==> src/rtl/player_motion.sv <==
// player_motion: per-frame ball physics for the balance board.
// Tilt inputs are integrated into velocity (UPD_V) and then into position
// (UPD_P) once per frame. Collision flags gathered during the frame block
// motion along the flagged direction. Position is held internally as Q11.4.
module player_motion #(
   parameter logic [10:0] START_X   = 11'd320,
   parameter logic [10:0] START_Y   = 11'd240,
   parameter logic [10:0] X_MIN     = 11'd10,
   parameter logic [10:0] X_MAX     = 11'd629,
   parameter logic [10:0] Y_MIN     = 11'd10,
   parameter logic [10:0] Y_MAX     = 11'd469,
   parameter int          ACC_SHIFT = 6,
   parameter logic [15:0] VMAX      = 16'd64
) (
   input  logic               clk,
   input  logic               rst,
   input  logic               frame_tick,
   input  logic               respawn,
   input  logic signed [10:0] sin_x,
   input  logic signed [10:0] sin_y,
   input  logic [3:0]         collision,
   output logic [10:0]        position_x,
   output logic [10:0]        position_y,
   output logic signed [15:0] vel_x,
   output logic signed [15:0] vel_y,
   output logic               busy,
   output logic               update_done,
   output logic               hit
);

   typedef enum logic [1:0] {
      IDLE  = 2'd0,
      UPD_V = 2'd1,
      UPD_P = 2'd2
   } state_t;

   // Position bounds in Q11.4, widened to 17-bit signed so that an
   // underflowing sum compares as negative instead of wrapping.
   localparam logic signed [16:0] X_LO = $signed({2'b00, X_MIN, 4'b0000});
   localparam logic signed [16:0] X_HI = $signed({2'b00, X_MAX, 4'b0000});
   localparam logic signed [16:0] Y_LO = $signed({2'b00, Y_MIN, 4'b0000});
   localparam logic signed [16:0] Y_HI = $signed({2'b00, Y_MAX, 4'b0000});

   // Tilt to acceleration: sign-extend then arithmetic shift, so negative
   // tilt rounds toward -inf (-1 stays -1).
   function automatic logic signed [16:0] accel(input logic signed [10:0] s);
      logic signed [16:0] ext;
      ext = {{6{s[10]}}, s};
      return ext >>> ACC_SHIFT;
   endfunction

   // Clamp a 17-bit velocity sum into [-VMAX, +VMAX].
   function automatic logic signed [15:0] sat_vel(input logic signed [16:0] v);
      logic signed [16:0] lim;
      logic signed [16:0] nlim;
      lim  = $signed({1'b0, VMAX});
      nlim = -lim;
      if (v > lim)
         return $signed(lim[15:0]);
      else if (v < nlim)
         return $signed(nlim[15:0]);
      else
         return $signed(v[15:0]);
   endfunction

   // True when the velocity points into a blocked direction.
   function automatic logic is_blocked(input logic signed [15:0] v,
                                       input logic pos_blk,
                                       input logic neg_blk);
      return ((v > 16'sd0) && pos_blk) || ((v < 16'sd0) && neg_blk);
   endfunction

   // True when a position sum lies outside [lo, hi].
   function automatic logic out_of_range(input logic signed [16:0] p,
                                         input logic signed [16:0] lo,
                                         input logic signed [16:0] hi);
      return (p < lo) || (p > hi);
   endfunction

   // Limit a position sum to [lo, hi] and return it as unsigned Q11.4.
   function automatic logic [14:0] clamp_pos(input logic signed [16:0] p,
                                             input logic signed [16:0] lo,
                                             input logic signed [16:0] hi);
      logic signed [16:0] r;
      if (p < lo)
         r = lo;
      else if (p > hi)
         r = hi;
      else
         r = p;
      return r[14:0];
   endfunction

   state_t state_q, state_d;

   logic [14:0]        pos_x_q, pos_y_q;
   logic signed [15:0] vel_x_q, vel_y_q;
   logic [3:0]         sticky;
   logic [3:0]         snap_p0;
   logic signed [15:0] vel_x_p1, vel_y_p1;
   logic               blk_x_p1, blk_y_p1;
   logic               done_q, hit_q;

   logic signed [16:0] vsum_x, vsum_y;
   logic signed [15:0] vsat_x, vsat_y;
   logic               blocked_x, blocked_y;
   logic signed [16:0] psum_x, psum_y;

   // State register for the frame update sequence.
   always_ff @(posedge clk or posedge rst) begin
      if (rst)
         state_q <= IDLE;
      else
         state_q <= state_d;
   end

   // Next-state logic: respawn forces IDLE, ticks outside IDLE are dropped.
   always_comb begin
      state_d = state_q;
      if (respawn) begin
         state_d = IDLE;
      end else begin
         case (state_q)
            IDLE:    if (frame_tick) state_d = UPD_V;
            UPD_V:   state_d = UPD_P;
            UPD_P:   state_d = IDLE;
            default: state_d = IDLE;
         endcase
      end
   end

   // Velocity stage arithmetic: accelerate, saturate, then apply blocking.
   always_comb begin
      vsum_x    = $signed({vel_x_q[15], vel_x_q}) + accel(sin_x);
      vsum_y    = $signed({vel_y_q[15], vel_y_q}) + accel(sin_y);
      vsat_x    = sat_vel(vsum_x);
      vsat_y    = sat_vel(vsum_y);
      blocked_x = is_blocked(vsat_x, snap_p0[0], snap_p0[1]);
      blocked_y = is_blocked(vsat_y, snap_p0[2], snap_p0[3]);
   end

   // Position stage arithmetic: integrate the new velocity, signed 17-bit.
   always_comb begin
      psum_x = $signed({2'b00, pos_x_q}) + $signed({vel_x_p1[15], vel_x_p1});
      psum_y = $signed({2'b00, pos_y_q}) + $signed({vel_y_p1[15], vel_y_p1});
   end

   // Collision accumulation, per-frame snapshot, velocity and position update.
   always_ff @(posedge clk or posedge rst) begin
      if (rst) begin
         pos_x_q  <= {START_X, 4'b0000};
         pos_y_q  <= {START_Y, 4'b0000};
         vel_x_q  <= '0;
         vel_y_q  <= '0;
         sticky   <= '0;
         snap_p0  <= '0;
         vel_x_p1 <= '0;
         vel_y_p1 <= '0;
         blk_x_p1 <= 1'b0;
         blk_y_p1 <= 1'b0;
         done_q   <= 1'b0;
         hit_q    <= 1'b0;
      end else if (respawn) begin
         pos_x_q  <= {START_X, 4'b0000};
         pos_y_q  <= {START_Y, 4'b0000};
         vel_x_q  <= '0;
         vel_y_q  <= '0;
         sticky   <= '0;
         blk_x_p1 <= 1'b0;
         blk_y_p1 <= 1'b0;
         done_q   <= 1'b0;
         hit_q    <= 1'b0;
      end else begin
         done_q <= (state_q == UPD_P);
         hit_q  <= (state_q == UPD_P) && (blk_x_p1 || blk_y_p1);

         // A flag present in the tick cycle belongs to the frame being closed.
         if ((state_q == IDLE) && frame_tick) begin
            snap_p0 <= sticky | collision;
            sticky  <= '0;
         end else begin
            sticky  <= sticky | collision;
         end

         if (state_q == UPD_V) begin
            vel_x_p1 <= blocked_x ? 16'sd0 : vsat_x;
            vel_y_p1 <= blocked_y ? 16'sd0 : vsat_y;
            blk_x_p1 <= blocked_x;
            blk_y_p1 <= blocked_y;
         end

         if (state_q == UPD_P) begin
            pos_x_q <= clamp_pos(psum_x, X_LO, X_HI);
            pos_y_q <= clamp_pos(psum_y, Y_LO, Y_HI);
            vel_x_q <= out_of_range(psum_x, X_LO, X_HI) ? 16'sd0 : vel_x_p1;
            vel_y_q <= out_of_range(psum_y, Y_LO, Y_HI) ? 16'sd0 : vel_y_p1;
         end
      end
   end

   assign position_x  = pos_x_q[14:4];
   assign position_y  = pos_y_q[14:4];
   assign vel_x       = vel_x_q;
   assign vel_y       = vel_y_q;
   assign busy        = (state_q == UPD_V) || (state_q == UPD_P);
   assign update_done = done_q;
   assign hit         = hit_q;

endmodule

==> config.mk <==
export PLATFORM = sky130hd
export DESIGN_NAME = player_motion
export DESIGN_NICKNAME = d
export VERILOG_FILES = /design/src/rtl/player_motion.sv
export SDC_FILE = /design/constraint.sdc
export NUM_CORES = 1
export LEC_CHECK = 0
export CAP_MARGIN = 20
export CORE_MARGIN = 10
export CORE_UTILIZATION = 35
export CTS_BUF_LIST = sky130_fd_sc_hd__clkbuf_2
export DETAILED_ROUTE_END_ITERATION = 8
export GPL_TIMING_DRIVEN = 0
export PLACE_DENSITY = 0.65
export SYNTH_ARGS = -nofsm -noshare
export SYNTH_HDL_FRONTEND = slang
export SYNTH_SLANG_ARGS = --single-unit
==> constraint.sdc <==
create_clock -name clk -period 5.1 [get_ports clk]
set_clock_uncertainty 0.05 [all_clocks]
set_input_delay 1.02 -clock clk [delete_from_list [all_inputs] [get_ports clk]]
set_output_delay 1.02 -clock clk [all_outputs]
set_load 0.05 [all_outputs]
Yosys cells after proc, flatten, opt, wreduce, memory -nomap -nowiden

Cells that the tools add are included.

Output and inout bits: 57
Input port bits: 30
Register bits: 108
Word-level logic and storage cells: 82

Equal/unequal tests: 3
Muxes and demuxes: 31
Add/sub/neg operators: 4
Bitwise logic cells: 2
Order comparisons: 12
Reduce and logical (&&, ||, !) cells: 17

Operators with widths:

| cell                                                            | count |
|---|---|
| two-way mux 16 bit                                              | 12 |
| two-way mux 15 bit                                              | 8 |
| adder 16 x 16 -> 17 bit                                         | 2 |
| adder 16 x 5 -> 17 bit                                          | 2 |
| greater-than comparator 17 x 8 -> 1 bit, second input constant  | 2 |
| < comparator 17 x 7 -> 1 bit, second input constant             | 2 |
| < comparator 17 x 9 -> 1 bit, second input constant             | 2 |
| greater-than comparator 16 x 1 -> 1 bit, second input constant  | 2 |
| < comparator 16 x 1 -> 1 bit, second input constant             | 2 |
| greater-than comparator 17 x 14 -> 1 bit, second input constant | 1 |
| greater-than comparator 17 x 15 -> 1 bit, second input constant | 1 |
| two-way mux 4 bit                                               | 2 |
| logical AND 1 bit                                               | 6 |
| logical OR 1 bit                                                | 6 |
| two-way mux 1 bit                                               | 6 |
| two-way mux 2 bit                                               | 2 |
| bitwise OR 4 bit                                                | 1 |
| case mux 2 bit (2 select lines)                                 | 1 |
| AND reduction 2 bit                                             | 2 |
| nonzero test 2 bit                                              | 2 |
| inequality test 3 bit, second input constant                    | 1 |
| equality test 2 x 1 -> 1 bit, second input constant             | 1 |
| equality test 2 bit, second input constant                      | 1 |
| zero test 2 bit                                                 | 1 |
| inverter 1 bit                                                  | 1 |

Depth between registers and ports, before layout

Word-level depth: 9
Depth in mapped cells: 12
Mapped depth without buffers: 12

Least setup slack after synthesis

Ideal clock, no wire load.

Path kind: input to register
From: in sin_x[6]
To: reg vel_x_p1[6]
Stages: 12
Arrival: 3512 ps
Data required time: 4907 ps
Setup slack: 1394 ps
Library setup time: 143 ps
Path through: ha_1 > inv_1 > fa_1 > and2b_1 > o211ai_4 > a21oi_4 > a211oi_1 > a211o_1 > a2111oi_0 > or3b_1 > o41ai_4 > a22oi_1

Cells in the longest elaborated chain, start to end: 8
Elaborated cells between the ends (all ways): 11
Classes of those cells: 1 x add/sub; 4 x order compare; 3 x mux; 3 x reduce/logical

Ends and longest elaborated chain:

| item                                                                                    | RTL line | source |
|---|---|---|
| start, declared                                                                         | 19       | `input logic signed [10:0] sin_x,` |
| adder 16 x 5 -> 17 bit *                                                                | 134      | `vsum_x = $signed({vel_x_q[15], vel_x_q}) + accel(sin_x);` |
| < comparator 17 x 7 -> 1 bit                                                            | 60       | `else if (v < nlim)` |
| two-way mux 16 bit                                                                      | 60       |  |
| two-way mux 16 bit *                                                                    | 58       | `if (v > lim)` |
| greater-than comparator 16 x 1 -> 1 bit or < comparator 16 x 1 -> 1 bit (tied branches) | 70       | `return ((v > 16'sd0) && pos_blk) \|\| ((v < 16'sd0) && neg_blk);` |
| logical AND 1 bit                                                                       | 70       |  |
| logical OR 1 bit                                                                        | 70       |  |
| two-way mux 16 bit *                                                                    | 186      | `vel_x_p1 <= blocked_x ? 16'sd0 : vsat_x;` |
| end signal, assigned                                                                    | 186      |  |
| end, declared                                                                           | 100      | `logic signed [15:0] vel_x_p1, vel_y_p1;` |

Mark *: on every way between the ends. The rest lies on a longest branch, timed or not.
A chain may end at the register's enable or synchronous reset.

Worst setup path after layout

From: in sin_x[10]
To: reg vel_x_p1[3]

Same word-level chain as after synthesis.

==> qor.csv <==
stage,metric,value,unit
logic_synthesis,Commonest cells post-synth,"102 x sky130_fd_sc_hd__dfrtp_1, 66 x sky130_fd_sc_hd__ha_1, 66 x sky130_fd_sc_hd__nor2_1",
logic_synthesis,main combinational cell family by area after synthesis,compound AO/OA/AOI/OAI gates,
logic_synthesis,number of unique standard cell types used by synthesis,93,
grt,via count of the first global-routing pass,6991,
placement,total of buffers placed on input and output ports,73,
logic_synthesis,multiplexer share of the synthesized area,0.982,%
logic_synthesis,xor and xnor area share after synthesis,4.02,%
logic_synthesis,biggest area consumer among synthesized cells,sky130_fd_sc_hd__dfrtp_1,
logic_synthesis,synthesized area per cell,9.34,um^2
timing,upper clock frequency limit,241,MHz
clocking,clock slew at the register clock pins of the worst setup and hold paths,0.28,ns
timing,total count of hold-check failures in the final report,0,
clocking,CTS Hold Buffers Added,0,
floorplanning,DIE HEIGHT,174,um
route,drt via density,5.53,
timing,slew at the pin with the worst max-slew slack,0.781,ns
status,result of the run,"complete, no violations",
logic_synthesis,total nets after synthesis,987,
floorplanning,area of the core,23400,um^2
logic_synthesis,total standard cell area after synthesis,8280,um^2
setup_path,type of element launching the critical path,primary input,
setup_path,maximum fanout along the worst path,12,
clocking,sink count of the clock tree,108,
layout,count of nets after finishing,1073,
setup_path,critical path endpoint category,flop,
floorplanning,die area,30200,um^2
layout,synth-to-layout area growth,15.2,%
clocking,clock tree buffer depth,2,
logic_synthesis,fraction of the yosys area taken by sequential cells,32.7,%
clocking,Resized Gates After CTS,0,
timing,number of max-slew violations in the final report,0,
setup_path,signal arrival time at the worst endpoint,4.72,ns
route,final wirelength,22800,um
clocking,clock root buffer master,sky130_fd_sc_hd__clkbuf_2,
setup_path,Buffers & Inverters on Critical Path,1,
placement,HPWL Detailed,17900,um
timing,RSZ-0062 raised after global routing,false,
power,total chip power,2420,uW
power,power density over the cells,254,nW/um^2
route,drt drc,0,
grt,largest net degree at the start of global routing,69,
setup_path,Setup Crit Path Kind,primary input to flop,
clocking,clock tree from TritonCTS,done,
setup_path,data required time of the worst path,5.67,ns
layout,layout cells sized above 1,8.69,%
logic_synthesis,fraction of registers with async set or reset after synthesis,100,%
timing,final-report setup violation count,0,
floorplanning,Boundary Pins,87,
grt,antenna violations before repair,1,
power,Static Leakage,0.00432,uW
route,DRT antenna net count,0,
setup_path,cell breakdown of the critical path,"clkdlybuf4s50_1, ha_1, nand2_1, o31ai_2, nand4_1, a22o_1, xor2_1, o2111ai_1, o41a_1, a21oi_2, a32o_1",
placement,number of instances in the placed design,1280,
clocking,Clock Latency Late Sink,0.65,ns
logic_synthesis,prevailing post-synth register cell,sky130_fd_sc_hd__dfrtp_1,
power,worst IR drop on VDD,114,uV
grt,global-route congestion overflow total,0,
logic_synthesis,most common cell in the netlist,sky130_fd_sc_hd__dfrtp_1,
logic_synthesis,"share of synthesized cell area in and, or, nand and nor gates",15.0,%
route,via count of the routed design,7172,
layout,count of non-filler cells in the finished layout,1298,
setup_path,CP max stage delay,0.71,ns
grt,Tot GR Track Use,15.0,%
logic_synthesis,complex-gate fraction of the synthesized area,30.9,%
run,max capacitance violation total,0,
placement,last weighted congestion value of the routability-driven placer,0.914,
logic_synthesis,adder-cell area share of the yosys netlist,10.9,%
route,first-pass iteration count of the detailed router,5,
timing,normalized max-slew margin,46.6,%
grt,first-pass GRT wire length,37600,um
hold_path,type of the tightest min-delay check,flop to flop,
timing,"Min Clock Period, post-route",4.15,ns
clocking,number of buffers inserted to repair setup after CTS,0,
floorplanning,initial core utilization,35.4,%
logic_synthesis,flip-flop and latch count after synthesis,108,
route,final routed wire length divided by cell count,17.6,um
timing,share of the clock period used by the worst path after layout,81.4,%
clocking,total CTS buffers,9,
clocking,maximum level of the CTS H-tree,3,
route,number of DRC markers after the initial detailed-route iteration,578,
layout,count of fill cells added during filler insertion,2366,
logic_synthesis,number of synthesized flops with an enable pin,0,
setup_path,cell type of the slowest stage on the worst timing path,sky130_fd_sc_hd__clkdlybuf4s50_1,
logic_synthesis,"Warnings, synthesis",0,
logic_synthesis,synth top area cells,"sky130_fd_sc_hd__dfrtp_1 31%, sky130_fd_sc_hd__ha_1 10%, sky130_fd_sc_hd__a22o_1 5.4%",
floorplanning,die width,174,um
logic_synthesis,post-synth top area share,30.8,%
floorplanning,number of standard-cell rows in the floorplan,56,
logic_synthesis,Post-Synthesis Cells,887,
setup_path,"Largest delay share family, worst path",compound AO/OA/AOI/OAI gates,
-- per-layer routing --
metal	part of all wire (%)	global-route usage, %	up-vias
met5	0	0	-
met4	1.6	4.24	0
met3	4.4	2.72	23
met2	44	23.2	158
met1	50	20.8	3459
li1	-	-	3532
-- area by class of cell --
class                   instances  area (um^2)  area share [%]
diodes                          1         2.50          0.0262
plain buffers                  53          304            3.19
clock buffers                  10         50.0           0.525
clock inverters                 6         37.5           0.394
inverters                      40          153            1.60
multi-input cells             686         5120            53.6
flip-flops and latches        108         2710            28.4
well taps                     319          399            4.18
repair buffers                 75          766            8.03
-- worst min-delay path, delay by kind of cell, from the launching register on --
family / cells / cell delay (ns)
flops: 1 / 0.39
simple gates: 2 / 0.14
-- registers in the layout, indices dropped and copies added, names as in the netlist --
| signal | flops |
|---|---|
| blk_x_p1 | 1 |
| blk_y_p1 | 1 |
| hit | 1 |
| pos_x_q | 15 |
| pos_y_q | 15 |
| snap_p0 | 4 |
| state_q | 2 |
| sticky | 4 |
| update_done | 1 |
| vel_x | 16 |
| vel_x_p1 | 16 |
| vel_y | 16 |
| vel_y_p1 | 16 |
-- stage by stage --
stage / setup slack (ns) / area (um^2) / utilization, % / setup TNS (ns) / hold WS (ns)
floorplan: 1.19 / 8280 / - / 0 / 0.394
global placement: -0.460 / 9410 / 40.2 / -46.27 / 0.408
CTS: 0.992 / 9530 / 40.7 / 0 / 0.489
detailed placement: 0.302 / 9440 / 40.3 / 0 / 0.434
global route: 0.788 / 9540 / 40.8 / 0 / 0.528
finish: 0.948 / 9540 / 40.8 / 0 / 0.491
-- kinds of logic after synthesis --
logic type	after synthesis
AO/OA/AOI/OAI	328
XOR/XNOR	38
adder cells (fa/ha/maj)	70
buffers and inverters	93
flip-flops	108
multiplexers	8
AND/OR/NAND/NOR	242
-- cells in the final DEF, fill, tap and decap left out, types with 5 or more instances in the layout --
master	synthesis	final
sky130_fd_sc_hd__a211o_1	10	10
sky130_fd_sc_hd__or3_1	8	8
sky130_fd_sc_hd__o21ai_1	13	13
sky130_fd_sc_hd__a21oi_1	50	50
sky130_fd_sc_hd__clkbuf_1	22	22
sky130_fd_sc_hd__xor2_1	17	17
sky130_fd_sc_hd__a221oi_1	5	5
sky130_fd_sc_hd__and2_1	10	10
sky130_fd_sc_hd__nand3b_1	5	5
sky130_fd_sc_hd__nand2b_1	14	14
sky130_fd_sc_hd__inv_1	40	39
sky130_fd_sc_hd__a22o_1	51	51
sky130_fd_sc_hd__a41oi_1	6	6
sky130_fd_sc_hd__a32o_1	7	7
sky130_fd_sc_hd__nand4_1	8	8
sky130_fd_sc_hd__nor3_1	13	13
sky130_fd_sc_hd__and3_1	6	6
sky130_fd_sc_hd__a31oi_1	9	9
sky130_fd_sc_hd__clkbuf_2	0	10
sky130_fd_sc_hd__o21ai_0	30	30
sky130_fd_sc_hd__a211oi_1	17	17
sky130_fd_sc_hd__dfstp_2	6	6
sky130_fd_sc_hd__nor2_1	66	66
sky130_fd_sc_hd__ha_1	66	66
sky130_fd_sc_hd__mux2i_1	7	7
sky130_fd_sc_hd__nand2_1	54	54
sky130_fd_sc_hd__buf_2	6	6
sky130_fd_sc_hd__clkdlybuf4s50_1	0	73
sky130_fd_sc_hd__nand3_1	20	20
sky130_fd_sc_hd__o21a_1	13	13
sky130_fd_sc_hd__nor2b_1	7	7
sky130_fd_sc_hd__xnor2_1	21	21
sky130_fd_sc_hd__o211ai_1	5	5
sky130_fd_sc_hd__dfrtp_1	102	102
sky130_fd_sc_hd__a21o_1	38	38
sky130_fd_sc_hd__buf_4	22	22
-- where the power goes --
part           internal [uW]  total [uW]  switching (uW)  leakage (uW)
Clock                   66.0         367             301     0.0000578
Sequential               937        1030            94.1       0.00145
Combinational            402        1030             625       0.00281
-- worst paths after layout --
path	startpoint	end	slack (ns)	depth (start not counted)
max reg2reg	vel_y_p1[0]	pos_y_q[2]	1.44	12
max	sin_x[10]	vel_x_p1[3]	0.95	11
min reg2reg	sticky[3]	sticky[3]	0.49	2
max in group asynchronous	rst	pos_x_q[10]	3.58	3
min	sticky[3]	sticky[3]	0.49	2
min in group asynchronous	rst	vel_y[14]	0.66	2
No activity file was read; power rests on OpenSTA's default activity.
